### src/rtl/gpio_ctrl_hub_pkg.sv
// gpio_ctrl_hub_pkg
//   Shared definitions for the GPIO control hub: GPIO_O / GPIO_I bit
//   positions, the per-channel reset FSM encoding and a counter-width helper.
package gpio_ctrl_hub_pkg;

    // GPIO_O (PS -> hub) bit positions
    localparam int REQ_BASE  = 16;  // [16+i] reset request, rising edge triggers
    localparam int CLR_BIT   = 20;  // sticky clear, rising edge triggers
    localparam int CACHE_BIT = 24;  // cache_en level
    localparam int BSEL_BIT  = 25;  // bram_sel level

    // GPIO_I (hub -> PS) bit positions
    localparam int ACT_BASE  = 16;  // [16+i] channel active
    localparam int BUSY_BASE = 20;  // [20+i] synchronised rst_busy
    localparam int TO_BASE   = 24;  // [24+i] timeout sticky
    localparam int ANY_BIT   = 28;  // OR of active bits

    typedef enum logic [1:0] {
        ST_IDLE   = 2'd0,
        ST_ASSERT = 2'd1,
        ST_WAIT   = 2'd2
    } chan_state_e;

    // Bits needed to hold 0..n inclusive.
    function automatic int cnt_w(input int n);
        return (n < 1) ? 1 : $clog2(n + 1);
    endfunction

endpackage

### src/rtl/gpio_ctrl_hub_if.sv
// gpio_ctrl_hub_if
//   The PS AXI GPIO triple as seen by the hub.
//   GPIO_O : PS output word (control bits)
//   GPIO_T : PS tristate word (carried for completeness, not used)
//   GPIO_I : status word returned to the PS
//   master : PS side, slave : hub side.
interface gpio_ctrl_hub_if;
    logic [31:0] GPIO_O;
    logic [31:0] GPIO_T;
    logic [31:0] GPIO_I;

    modport master (output GPIO_O, output GPIO_T, input GPIO_I);
    modport slave  (input GPIO_O, input GPIO_T, output GPIO_I);
endinterface

### src/rtl/gpio_reset_channel.sv
// gpio_reset_channel
//   One reset channel: busy synchroniser, IDLE -> ASSERT -> WAIT -> IDLE FSM
//   with a pulse counter and a busy-timeout counter, plus the timeout sticky.
//   clk, rst_n  : clock, async active-low reset
//   req_edge    : one-cycle request trigger (already synchronised)
//   clr_edge    : one-cycle sticky clear trigger
//   busy_in     : asynchronous reset-busy from the reset target
//   pulse       : registered reset output of this channel (ASSERT)
//   active      : registered, high whenever the FSM is not IDLE
//   busy_sync   : synchronised busy_in
//   to_sticky   : timeout sticky; a set in the same cycle as a clear wins
module gpio_reset_channel
    import gpio_ctrl_hub_pkg::*;
#(
    parameter int RST_PULSE    = 16,
    parameter int BUSY_TIMEOUT = 1024,
    parameter int SYNC_STAGES  = 2
) (
    input  logic clk,
    input  logic rst_n,
    input  logic req_edge,
    input  logic clr_edge,
    input  logic busy_in,
    output logic pulse,
    output logic active,
    output logic busy_sync,
    output logic to_sticky
);
    localparam int PW = cnt_w(RST_PULSE);
    localparam int TW = cnt_w(BUSY_TIMEOUT);
    localparam logic [PW-1:0] PULSE_LD = PW'(RST_PULSE);
    localparam logic [TW-1:0] TO_LAST  = TW'(BUSY_TIMEOUT - 1);
    localparam logic [TW-1:0] TO_SAT   = TW'(BUSY_TIMEOUT);

    logic [SYNC_STAGES-1:0] busy_ff;
    chan_state_e            state;
    logic [PW-1:0]          pcnt;
    logic [TW-1:0]          tcnt;

    always_ff @(posedge clk or negedge rst_n) begin
        if (!rst_n) begin
            busy_ff <= '0;
        end else begin
            busy_ff[0] <= busy_in;
            for (int s = 1; s < SYNC_STAGES; s++) busy_ff[s] <= busy_ff[s-1];
        end
    end
    assign busy_sync = busy_ff[SYNC_STAGES-1];

    // pulse/active are set alongside the state so they are flops that
    // always agree with the state they describe.
    always_ff @(posedge clk or negedge rst_n) begin
        if (!rst_n) begin
            state     <= ST_IDLE;
            pcnt      <= '0;
            tcnt      <= '0;
            pulse     <= 1'b0;
            active    <= 1'b0;
            to_sticky <= 1'b0;
        end else begin
            if (clr_edge) to_sticky <= 1'b0;    // a timeout set below overrides
            case (state)
                ST_IDLE: begin
                    if (req_edge) begin
                        state  <= ST_ASSERT;
                        pcnt   <= PULSE_LD;
                        pulse  <= 1'b1;
                        active <= 1'b1;
                    end
                end
                ST_ASSERT: begin
                    if (req_edge) begin
                        pcnt <= PULSE_LD;       // retrigger restarts the pulse
                    end else if (pcnt <= PW'(1)) begin
                        state <= ST_WAIT;
                        tcnt  <= '0;
                        pulse <= 1'b0;
                    end else begin
                        pcnt <= pcnt - PW'(1);
                    end
                end
                ST_WAIT: begin
                    if (req_edge) begin
                        state <= ST_ASSERT;
                        pcnt  <= PULSE_LD;
                        pulse <= 1'b1;
                    end else if (!busy_sync) begin
                        state  <= ST_IDLE;
                        active <= 1'b0;
                    end else if (tcnt >= TO_LAST) begin
                        // this cycle is the BUSY_TIMEOUT-th spent waiting
                        state     <= ST_IDLE;
                        active    <= 1'b0;
                        to_sticky <= 1'b1;
                        tcnt      <= TO_SAT;
                    end else begin
                        tcnt <= tcnt + TW'(1);
                    end
                end
                default: begin
                    state  <= ST_IDLE;
                    pulse  <= 1'b0;
                    active <= 1'b0;
                end
            endcase
        end
    end

endmodule

### src/rtl/gpio_ctrl_hub.sv
// gpio_ctrl_hub
//   Glue between the PS AXI GPIO and the model's reset/mode inputs.
//   ap_clk, ap_rst_n : clock, async active-low reset
//   gpio             : GPIO_O (control in), GPIO_T (ignored), GPIO_I (status out)
//   debug            : debug word, registered into GPIO_I[DEBUG_W-1:0]
//   rst_busy         : per-channel reset-busy inputs (asynchronous)
//   rst_out          : per-channel reset pulses (0 system, 1 param, 2 grad)
//   cache_en         : synchronised GPIO_O[24], one extra register
//   bram_sel         : synchronised GPIO_O[25], only taken while all channels idle
// GPIO_I active/any bits come straight from the channel FSM flops so they drop
// on the same edge the FSM reaches IDLE; debug, busy and timeout fields go
// through one more status register.
module gpio_ctrl_hub
    import gpio_ctrl_hub_pkg::*;
#(
    parameter int N_RST        = 3,
    parameter int RST_PULSE    = 16,
    parameter int BUSY_TIMEOUT = 1024,
    parameter int SYNC_STAGES  = 2,
    parameter int DEBUG_W      = 16,
    parameter int CASCADE      = 1
) (
    input  logic               ap_clk,
    input  logic               ap_rst_n,
    gpio_ctrl_hub_if.slave     gpio,
    input  logic [DEBUG_W-1:0] debug,
    input  logic [N_RST-1:0]   rst_busy,
    output logic [N_RST-1:0]   rst_out,
    output logic               cache_en,
    output logic               bram_sel
);
    // Only the used GPIO_O bits are synchronised: {bsel, cache, clr, req[N_RST-1:0]}
    localparam int SW = N_RST + 3;
    localparam int I_CLR   = N_RST;
    localparam int I_CACHE = N_RST + 1;
    localparam int I_BSEL  = N_RST + 2;

    logic [SW-1:0]                  o_raw;
    logic [SYNC_STAGES-1:0][SW-1:0] o_ff;
    logic [SW-1:0]                  o_sync;
    logic [N_RST:0]                 hist;
    logic [N_RST:0]                 trig;

    logic [N_RST-1:0]   pulse, active, busy_sync, to_sticky;
    logic [DEBUG_W-1:0] debug_q;
    logic [N_RST-1:0]   busy_q, sticky_q;
    logic               unused_ok;

    assign o_raw = {gpio.GPIO_O[BSEL_BIT], gpio.GPIO_O[CACHE_BIT],
                    gpio.GPIO_O[CLR_BIT], gpio.GPIO_O[REQ_BASE +: N_RST]};
    assign unused_ok = ^{gpio.GPIO_T, gpio.GPIO_O};

    always_ff @(posedge ap_clk or negedge ap_rst_n) begin
        if (!ap_rst_n) begin
            o_ff <= '0;
            hist <= '0;
        end else begin
            o_ff[0] <= o_raw;
            for (int s = 1; s < SYNC_STAGES; s++) o_ff[s] <= o_ff[s-1];
            hist <= o_sync[N_RST:0];
        end
    end
    assign o_sync = o_ff[SYNC_STAGES-1];

    // History resets to 0, so a bit already high at reset release triggers once.
    assign trig = o_sync[N_RST:0] & ~hist;

    for (genvar i = 0; i < N_RST; i++) begin : g_ch
        gpio_reset_channel #(
            .RST_PULSE   (RST_PULSE),
            .BUSY_TIMEOUT(BUSY_TIMEOUT),
            .SYNC_STAGES (SYNC_STAGES)
        ) u_ch (
            .clk      (ap_clk),
            .rst_n    (ap_rst_n),
            .req_edge (trig[i]),
            .clr_edge (trig[I_CLR]),
            .busy_in  (rst_busy[i]),
            .pulse    (pulse[i]),
            .active   (active[i]),
            .busy_sync(busy_sync[i]),
            .to_sticky(to_sticky[i])
        );
    end

    // Cascade is an OR of flop outputs only; channel FSMs are not disturbed.
    always_comb begin
        rst_out = pulse;
        if (CASCADE != 0) rst_out = pulse | {N_RST{pulse[0]}};
    end

    always_ff @(posedge ap_clk or negedge ap_rst_n) begin
        if (!ap_rst_n) begin
            debug_q  <= '0;
            busy_q   <= '0;
            sticky_q <= '0;
            cache_en <= 1'b0;
            bram_sel <= 1'b0;
        end else begin
            debug_q  <= debug;
            busy_q   <= busy_sync;
            sticky_q <= to_sticky;
            cache_en <= o_sync[I_CACHE];
            // bank switch only while no reset sequence is in flight
            if (!(|active)) bram_sel <= o_sync[I_BSEL];
        end
    end

    always_comb begin
        gpio.GPIO_I = '0;
        gpio.GPIO_I[DEBUG_W-1:0]          = debug_q;
        gpio.GPIO_I[ACT_BASE  +: N_RST]   = active;
        gpio.GPIO_I[BUSY_BASE +: N_RST]   = busy_q;
        gpio.GPIO_I[TO_BASE   +: N_RST]   = sticky_q;
        gpio.GPIO_I[ANY_BIT]              = |active;
    end

endmodule

### src/flat_wrapper.sv
// flat-port wrapper written by rule: the top's interface ports become plain ports
module gpio_ctrl_hub_flat import gpio_ctrl_hub_pkg::*;
#(
    parameter int N_RST        = 3,
    parameter int RST_PULSE    = 16,
    parameter int BUSY_TIMEOUT = 1024,
    parameter int SYNC_STAGES  = 2,
    parameter int DEBUG_W      = 16,
    parameter int CASCADE      = 1
)
  (ap_clk, ap_rst_n, debug, rst_busy, rst_out, cache_en, bram_sel, gpio_GPIO_O, gpio_GPIO_T, gpio_GPIO_I);
  gpio_ctrl_hub_if gpio_i ();
  input  logic ap_clk;
  input  logic ap_rst_n;
  input  logic [DEBUG_W-1:0] debug;
  input  logic [N_RST-1:0] rst_busy;
  output logic [N_RST-1:0] rst_out;
  output logic cache_en;
  output logic bram_sel;
  input wire logic [$bits(gpio_i.GPIO_O)-1:0] gpio_GPIO_O;
  input wire logic [$bits(gpio_i.GPIO_T)-1:0] gpio_GPIO_T;
  output wire logic [$bits(gpio_i.GPIO_I)-1:0] gpio_GPIO_I;
  assign gpio_i.GPIO_O = gpio_GPIO_O;
  assign gpio_i.GPIO_T = gpio_GPIO_T;
  assign gpio_GPIO_I = gpio_i.GPIO_I;
  gpio_ctrl_hub #(.N_RST(N_RST), .RST_PULSE(RST_PULSE), .BUSY_TIMEOUT(BUSY_TIMEOUT), .SYNC_STAGES(SYNC_STAGES), .DEBUG_W(DEBUG_W), .CASCADE(CASCADE)) u_core (.ap_clk(ap_clk), .ap_rst_n(ap_rst_n), .gpio(gpio_i), .debug(debug), .rst_busy(rst_busy), .rst_out(rst_out), .cache_en(cache_en), .bram_sel(bram_sel));
endmodule
### config.mk
export PLATFORM = sky130hd
export DESIGN_NAME = gpio_ctrl_hub_flat
export DESIGN_NICKNAME = d
export VERILOG_FILES = /design/src/rtl/gpio_ctrl_hub_pkg.sv /design/src/rtl/gpio_ctrl_hub_if.sv /design/src/rtl/gpio_reset_channel.sv /design/src/rtl/gpio_ctrl_hub.sv /design/src/flat_wrapper.sv
export SDC_FILE = /design/constraint.sdc
export NUM_CORES = 1
export LEC_CHECK = 0
export ABC_AREA = 1
export BUFFER_PORTS_ARGS = -buffer_cell sky130_fd_sc_hd__buf_2
export CORE_MARGIN = 10
export CORE_UTILIZATION = 42
export CTS_CLUSTER_SIZE = 40
export DETAILED_ROUTE_END_ITERATION = 10
export GPL_ROUTABILITY_DRIVEN = 0
export PLACE_DENSITY = 0.68
export SLEW_MARGIN = 40
export SYNTH_ARGS = -nofsm -noshare
export SYNTH_HDL_FRONTEND = slang
export SYNTH_SLANG_ARGS = --single-unit
### constraint.sdc
create_clock -name ap_clk -period 1.34 [get_ports ap_clk]
set_input_delay 0.335 -clock ap_clk [delete_from_list [all_inputs] [get_ports ap_clk]]
set_output_delay 0.335 -clock ap_clk [all_outputs]
set_load 0.005 [all_outputs]
==> impl_metrics.toml <==
[floorplanning]
die-height_um = 130
fp.dieArea_um2 = 16800
top_level_ports = 122
start_util_pct = 42.4
die_w_um = 130
core_region_area_um2 = 11900
core.rowCount = 40

[outcome]
run_status = "finished, violations left"
failed_checks = "negative setup slack"

[clock_network]
tritoncts.num_buffers = 9
cts_tree = "yes"
clk_pin_slew_worst_paths_ns = 0.07
cts.htree.levels = 3
cts.sinks = 109
latest_clock_arrival_within_the_worst_skew_pair_ns = 0.36
cts_buffer_depth = 2
cts.root.buffer_cell = "sky130_fd_sc_hd__clkbuf_16"

[pwr]
power.total_w = 0.0135
power.leakage_nw = 3.77
highest_ir_drop_seen_on_vdd_v = 0.000977
power_per_cell_area_nw_per_um2 = 1790

[drt]
routed-via-count = 4627
vias_per_cell = 5.01
wl_um = 13700
route.detailed.drc = 0
detail-route-antenna-nets = 0
drt_first_pass_iters = 4
drtIter0Drc = 311
drt-wirelength-per-cell_um = 14.9

[critical_path]
critical_path.reg2reg.startpoint = "u_core.g_ch[0].u_ch.pcnt[0]"
critical_path.startpoint_type = "flop"
crit_path_max_incr_delay_ns = 0.40
timing.critical_path.cells = "or3_4, buf_6"
critical_path.slowest_cell = "sky130_fd_sc_hd__or3_4"
cp.required_ns = 1.00
critical_path.endpoint_type = "primary output"
crit_family = "simple AND/OR/NAND/NOR gates"
count_of_buffer_and_inverter_cells_on_the_critical_path = 1
critPathKind = "reg2out"
startpoint = "u_core.g_ch[2].u_ch.active"
arrival_time_at_the_worst_endpoint_ns = 1.27
critical_path_peak_fanout = 3

[finish]
fillerInstances = 913
insertedDiodeCount = 0
design.final.nets = 866
area_growth_syn_to_layout_pct = 49.2
final_layout_size_suffix_gt1_share_pct = 47.0

[place]
portBuffers = 57
dpl.hpwl_um = 8540

[sta]
fmax_ghz = 0.622
setup_viol_count_final = 57
grt_setup_unrepaired = "true"
final.setup.worst_slack_ns = -0.268
final_worst_path_period_need_ns = 1.61
hold_violations_final = 0
final_max_slew_viol_count = 0
final.setup.tns_ns = -4.58
worst_clock_skew_ns = 0.00534
post-route-period-util_pct = 120

[logic_synthesis]
yosys.area.top_type_share_pct = 53.9
synth-edff-count = 0
synth_common_cells = "179 x sky130_fd_sc_hd__nand2_1, 109 x sky130_fd_sc_hd__dfrtp_1, 75 x sky130_fd_sc_hd__inv_1"
syn_avg_cell_area_um2 = 8.38
async_set_or_reset_flop_fraction_in_the_synthesized_netlist_pct = 100
synth-seq-area-share_pct = 53.9
synth.most_common_cell = "sky130_fd_sc_hd__nand2_1"
postSynthCellCount = 603
synthFlopType = "sky130_fd_sc_hd__dfrtp_1"
synth_cell_types = 33
yosys_warnings = 0
total_standard_cell_area_after_synthesis_um2 = 5060
postSynthRegisterBits = 109
synthTopCellsByArea = "sky130_fd_sc_hd__dfrtp_1 54%, sky130_fd_sc_hd__nand2_1 13%, sky130_fd_sc_hd__nand3_1 5.7%, sky130_fd_sc_hd__inv_1 5.6%, sky130_fd_sc_hd__nor2_1 4.2%"
top_cell_type_by_total_area_after_synthesis = "sky130_fd_sc_hd__dfrtp_1"

[min_path]
launch_instance_of_the_worst_min_delay_path = "debug[8]"
worstHoldPathType = "in2reg"

[global_route]
grt_overflow_total = 0
global_route_wire_length_before_repair_um = 21000
pin_count_of_the_biggest_net_entering_global_routing = 43
grt_pass1_vias = 4638
combined_global_route_utilization_of_all_metal_layers_pct = 15.5
grt_antenna_before_repair = 0

[job]
timing.max_cap.violations = 0
power by group:
part / switching, W / total [W] / internal, W
clock: 0.00129 / 0.00260 / 0.00131
combinational: 0.00374 / 0.00673 / 0.00300
sequential: 0.000407 / 0.00419 / 0.00378
repair_timing:
item,in CTS,in global routing
hold buffers,1,0
cloned,5,1
pin swaps,41,56
hold endpoints to repair,12,0
setup endpoints to repair,63,65
resized for setup,122,138
setup buffers,16,11
layout make-up:
| cell class | instances | area (µm²) | share of cell area (%) |
|---|---|---|---|
| clock buffer | 9 | 225 | 2.99 |
| timing repair buffer | 163 | 1260 | 16.7 |
| timing repair inverter | 1 | 8.76 | 0.116 |
| inverter | 86 | 358 | 4.74 |
| clock inverter | 6 | 60.1 | 0.796 |
| multi-input combinational | 402 | 2720 | 36.0 |
| sequential | 109 | 2730 | 36.2 |
| tap | 147 | 184 | 2.44 |
per-layer routing:
metal	global-route usage [%]	part of all wire (%)	up-vias
li1	-	-	2230
met3	3.98	5.0	31
met2	27.5	53	133
met1	17.2	39	2233
met4	6.68	2.4	0
met5	0	0	-
cell families after synthesis:
family | Yosys count | synth area share, %
buf+inv | 100 | 8.61
flops | 109 | 53.9
simple gates | 341 | 29.4
xor+xnor | 11 | 1.91
compound gates | 32 | 3.79
other cells | 1 | 0.0742
fa+ha+maj | 9 | 2.23
flip-flops by register name, summed over array words and instances, names as in the netlist, 3 cells and up:
signal and cells:
u_core.g_ch.u_ch.tcnt 33, u_core.debug_q 16, u_core.g_ch.u_ch.pcnt 15, u_core.g_ch.u_ch.busy_ff 6, u_core.g_ch.u_ch.state 6, u_core.o_ff 6, u_core.o_sync 6, u_core.hist 4
u_core.busy_q 3, u_core.g_ch.u_ch.active 3, u_core.g_ch.u_ch.pulse 3, u_core.g_ch.u_ch.to_sticky 3, u_core.sticky_q 3
placed cells by master (no fill, tap or decap), types with 9 or more instances in the layout:
| cell type | count |
|---|---|
| sky130_fd_sc_hd__buf_6 | 28 |
| sky130_fd_sc_hd__buf_4 | 73 |
| sky130_fd_sc_hd__nand3_4 | 10 |
| sky130_fd_sc_hd__nand2_1 | 134 |
| sky130_fd_sc_hd__dfrtp_1 | 106 |
| sky130_fd_sc_hd__clkbuf_16 | 9 |
| sky130_fd_sc_hd__nand3_2 | 32 |
| sky130_fd_sc_hd__nor2_4 | 11 |
| sky130_fd_sc_hd__nor2_1 | 36 |
| sky130_fd_sc_hd__xor2_1 | 9 |
| sky130_fd_sc_hd__nand3_1 | 23 |
| sky130_fd_sc_hd__nor2_2 | 14 |
| sky130_fd_sc_hd__inv_1 | 59 |
| sky130_fd_sc_hd__nand2_2 | 40 |
| sky130_fd_sc_hd__inv_2 | 18 |
| sky130_fd_sc_hd__buf_2 | 55 |
| sky130_fd_sc_hd__nand4_1 | 16 |
| sky130_fd_sc_hd__o21ai_2 | 11 |
| sky130_fd_sc_hd__nand2_4 | 12 |
metrics by stage:
stage / instances / util, % / instance area [µm²] / hold WS [ns] / setup slack (ns)
final: 923 / 63.3 / 7540 / 0.0779 / -0.268
after global routing: 923 / 63.3 / 7540 / 0.0605 / -0.298
after CTS: 912 / 58.5 / 6970 / 0.0632 / -0.281
after detailed placement: 876 / 51.0 / 6080 / 0.232 / -0.217
after global placement: 876 / 51.0 / 6080 / 0.227 / -0.169
after floorplan: 608 / - / 5090 / 0.0394 / -0.0343
final timing paths:
| check | cells after the start | slack (ns) | end |
|---|---|---|---|
| max | 2 | -0.27 | gpio_GPIO_I[28] |
| min | 1 | 0.08 | u_core.debug_q[8] |
| max reg2reg | 8 | -0.15 | u_core.g_ch[0].u_ch.tcnt[2] |
| min reg2reg | 0 | 0.35 | u_core.g_ch[2].u_ch.busy_ff[1] |
| max in group asynchronous | 3 | 0.45 | u_core.g_ch[2].u_ch.tcnt[4] |
| min in group asynchronous | 2 | 0.40 | u_core.g_ch[1].u_ch.pcnt[2] |
(Power assumes the default switching activity.)
